--- src/rtl/sipo_frame_rx.sv ---
// Serial frame receiver: start bit, WIDTH data bits LSB-first, optional even parity
// (enabled by defining PARITY_CHECK_EN), stop bit; word is presented with valid/ready.
module sipo_frame_rx #(
  parameter int WIDTH = 5,
  parameter int CNT_W = 3
) (
  input  logic             clk,
  input  logic             rst,
  input  logic             si,
  input  logic             si_en,
  output logic [WIDTH-1:0] dout,
  output logic             dout_valid,
  input  logic             dout_ready,
  output logic             frame_err,
  output logic             overflow
);

  typedef enum logic [1:0] {
    IDLE   = 2'd0,
    DATA   = 2'd1,
    PARITY = 2'd2,
    STOP   = 2'd3
  } state_t;

  localparam logic [CNT_W-1:0] LAST_BIT = CNT_W'(WIDTH - 1);

  state_t           state;
  logic [CNT_W-1:0] cnt;
  logic [WIDTH-1:0] shifter;
  logic             parity_ok;

`ifdef PARITY_CHECK_EN
  logic par_bit;
  // Even parity: data bits plus parity bit hold an even number of ones.
  assign parity_ok = ~^{shifter, par_bit};
`else
  assign parity_ok = 1'b1;
`endif

  // NOTE: every register here uses <= so all updates see pre-edge values;
  // later assignments in the same block override earlier ones on purpose.
  always_ff @(posedge clk) begin
    if (rst) begin
      state      <= IDLE;
      cnt        <= '0;
      shifter    <= '0;
      dout       <= '0;
      dout_valid <= 1'b0;
      frame_err  <= 1'b0;
      overflow   <= 1'b0;
`ifdef PARITY_CHECK_EN
      par_bit    <= 1'b0;
`endif
    end else begin
      frame_err <= 1'b0;
      if (dout_valid && dout_ready) begin
        dout_valid <= 1'b0;
      end

      if (si_en) begin
        case (state)
          IDLE: begin
            if (si) begin
              state <= DATA;
              cnt   <= '0;
            end
          end
          DATA: begin
            // Right shift: after WIDTH bits the first bit received sits at bit 0.
            shifter <= {si, shifter[WIDTH-1:1]};
            if (cnt == LAST_BIT) begin
`ifdef PARITY_CHECK_EN
              state <= PARITY;
`else
              state <= STOP;
`endif
            end else begin
              cnt <= cnt + 1'b1;
            end
          end
`ifdef PARITY_CHECK_EN
          PARITY: begin
            par_bit <= si;
            state   <= STOP;
          end
`endif
          STOP: begin
            state <= IDLE;
            if (si || !parity_ok) begin
              frame_err <= 1'b1;
            end else if (!dout_valid || dout_ready) begin
              // Overrides the handshake clear above when a word lands on the consume edge.
              dout       <= shifter;
              dout_valid <= 1'b1;
            end else begin
              overflow <= 1'b1;
            end
          end
          default: state <= IDLE;
        endcase
      end
    end
  end

endmodule

--- config.mk ---
export PLATFORM = sky130hd
export DESIGN_NAME = sipo_frame_rx
export DESIGN_NICKNAME = d
export VERILOG_FILES = /design/src/rtl/sipo_frame_rx.sv
export SDC_FILE = /design/constraint.sdc
export NUM_CORES = 1
export LEC_CHECK = 0
export ABC_AREA = 1
export CAP_MARGIN = 0
export CORE_AREA = 5 5 55 57
export CTS_CLUSTER_DIAMETER = 80
export CTS_CLUSTER_SIZE = 12
export DETAILED_ROUTE_END_ITERATION = 8
export DIE_AREA = 0 0 60 62
export GPL_TIMING_DRIVEN = 0
export PLACE_DENSITY = 0.61
export SYNTH_ARGS = -nofsm -noshare
export SYNTH_HDL_FRONTEND = slang
export SYNTH_SLANG_ARGS = --single-unit
export TNS_END_PERCENT = 50
--- constraint.sdc ---
create_clock -name clk -period 1.4 [get_ports clk]
set_input_delay 0.14 -clock clk [delete_from_list [all_inputs] [get_ports clk]]
set_output_delay 0.14 -clock clk [all_outputs]
set_load 0.02 [all_outputs]
==> flow_summary.json <==
{
  "startpoint": "cnt[0]",
  "antennaDiodeCount": 0,
  "setup_ws_ns": 0.123,
  "routed_wl_um": 1480,
  "grt_max_degree": 11,
  "dpl.hpwl_um": 1110,
  "nets": 135,
  "timing.rr.end": "cnt[0]",
  "clkTransAtPathRegs_ns": 0.11,
  "track_usage": 0.0922,
  "route.met3.wl_um": 76,
  "yosys.area.top_type": "dfxtp_1",
  "drc": 0,
  "dieArea_um2": 3720,
  "antenna_found_initial": 0,
  "cts_buffers": 3,
  "clockBufferDepth": 2,
  "end_kind": "flip-flop",
  "ys_ff_latch": 18,
  "syn_area_um2": 797,
  "worst_pin_slew_ns": 0.237,
  "fin_area_um2": 985,
  "die_w_um": 60,
  "setup_viol": 0,
  "utilization": 0.405,
  "arrival_ns": 1.49,
  "place_area_um2": 955,
  "num_vias": 689,
  "hold_ws_ns": 0.475,
  "yosys.cell_types.count": 19,
  "clk_latency_ns": 0.30,
  "coreArea_um2": 2430,
  "top_layer": "met4",
  "finClkSkew_ns": 0.00307,
  "reg2reg_slack_ns": 0.12,
  "io_pins": 13,
  "critPathCapture": "cnt[0]",
  "first_global_vias": 619,
  "initial_core_util": 0.328,
  "synth_top_area_frac": 0.452,
  "cp_data_required_time_ns": 1.61,
  "cp-start-kind": "flip-flop",
  "powerDensity_nw_per_um2": 1010,
  "hold_buffers": 0,
  "finalSetupTns_ns": 0,
  "rsz0062_at_grt": "false",
  "peakVddDrop_uv": 548,
  "ant_nets": 0,
  "path_max_fanout": 4,
  "synth_nets": 118,
  "ys_seq_area_frac": 0.452,
  "drive_gt1_frac": 0.110,
  "pre_cts_slack_ns": -0.00171,
  "fp.dieH_um": 62,
  "leakage_nw": 0.496,
  "htree_levels": 1,
  "worstRegToRegCells": 6,
  "rows": 18,
  "numPortBuffers": 12,
  "synth_area_leaders": "dfxtp_1 (45%), nor2_1 (13%), nand2_1 (9.9%)",
  "reg2reg_from": "cnt[0]",
  "place.gp.congestion": 0.774,
  "slew_violations": 0,
  "post_cts_buffers": 0,
  "drt-initial-drc-count": 21,
  "period_minus_slack_ns": 1.28,
  "yosys_warnings": 0,
  "viasPerCell": 4.39,
  "cts_tree": "yes",
  "fmax_mhz": 783,
  "finalHoldViolations": 0,
  "syn_avg_cell_area_um2": 7.18,
  "grt_pass1_wl_um": 2460,
  "cts_root_buf": "clkbuf_4",
  "status": "finished, final reports clean",
  "clock-sinks": 18,
  "wire_per_inst_um": 9.41,
  "layout_worst_path_cycle_share": 0.912,
  "first_pass_iters": 4,
  "wl_met2_um": 647,
  "area_growth_pct": 23.5,
  "critical_path_class": "reg2reg",
  "gr-total-overflow": 0,
  "drv_cap": 0,
  "wl_met1_um": 685,
  "timing.slew.headroom": 0.841,
  "hp-class": "reg2reg",
  "synthCells": 111
}
-- layer usage --
layer / vias up / global-route usage
li1: 369 / -
met1: 299 / 0.101
met2: 16 / 0.145
met3: 5 / 0.0186
met4: 0 / 0.0949
met5: - / 0
-- flip-flops by register name (all words and copies together) (netlist names) --
name        count
dout            5
shifter         5
cnt             3
state           2
dout_valid      1
frame_err       1
overflow        1
-- cell usage in the layout (no fill, tap or decap), drive strengths merged --
cell type       n
a31oi           1
clkdlybuf4s50   4
nor2           30
dlygate4sd2     7
ha              2
nand3           2
a21oi           5
nand2          25
clkinv          1
nand4           1
inv            17
a211oi          1
o21ai           6
dlymetal6s2s    1
dfxtp          18
nor3            1
clkbuf          5
-- critical path: stages (launching register included) --
cell	delay [ns]
dfxtp_1	0.39
inv_1	0.06
ha_1	0.21
nand3_1	0.10
nand4_1	0.19
o21ai_1	0.18
nor2_1	0.05
-- how the worst min path moves through the flow --
stage / slack, ns / depth (start not counted) / startpoint / endpoint
floorplan: 0.21 / 1 / rst / cnt[2]
global placement: 0.45 / 2 / overflow / overflow
detailed placement: 0.46 / 2 / overflow / overflow
CTS: 0.48 / 2 / overflow / overflow
global route: 0.52 / 2 / shifter[0] / shifter[0]
finish: 0.47 / 2 / overflow / overflow
-- area by class of cell --
cell class	count	area (µm²)
fill	262	1450
tap	30	37.5
inverter	18	68.8
clock buffer	4	36.3
multi-input combinational	74	354
sequential	18	360
buffer	1	13.8
timing repair buffer	12	114
-- through the flow --
stage / instances / power (mW)
floorplan: 111 / 0.640
global route: 157 / 1.05
detailed placement: 153 / 0.680
finish: 157 / 0.997
CTS: 157 / 1.02
global placement: 153 / 0.676
-- synthesized netlist by cell type (all sizes together) --
master and instances:
a211oi 1, a21oi 5, a31oi 1, clkbuf 1, clkinv 1, dfxtp 18, ha 2, inv 17
nand2 25, nand3 2, nand4 1, nor2 30, nor3 1, o21ai 6
-- power breakdown --
| part | internal, mW | total, mW | switching, mW |
|---|---|---|---|
| clock network | 0.159 | 0.330 | 0.171 |
| logic | 0.0471 | 0.117 | 0.0699 |
| registers | 0.534 | 0.550 | 0.0166 |
| total | 0.740 | 0.997 | 0.258 |
-- logic make-up (layout without fill, tap and decap cells) --
kind of cell | Yosys count | in the layout | share of synthesized area
AO/OA/AOI/OAI | 13 | 13 | 0.0863
AND/OR/NAND/NOR | 59 | 59 | 0.327
buffers and inverters | 19 | 35 | 0.104
adder cells (fa/ha/maj) | 2 | 2 | 0.0314
flip-flops | 18 | 18 | 0.452
-- repair_timing --
action,CTS,global route
gates resized for setup,7,2
endpoints found under the hold margin,0,0
setup endpoints to repair,7,2
(Power assumes the default switching activity.)
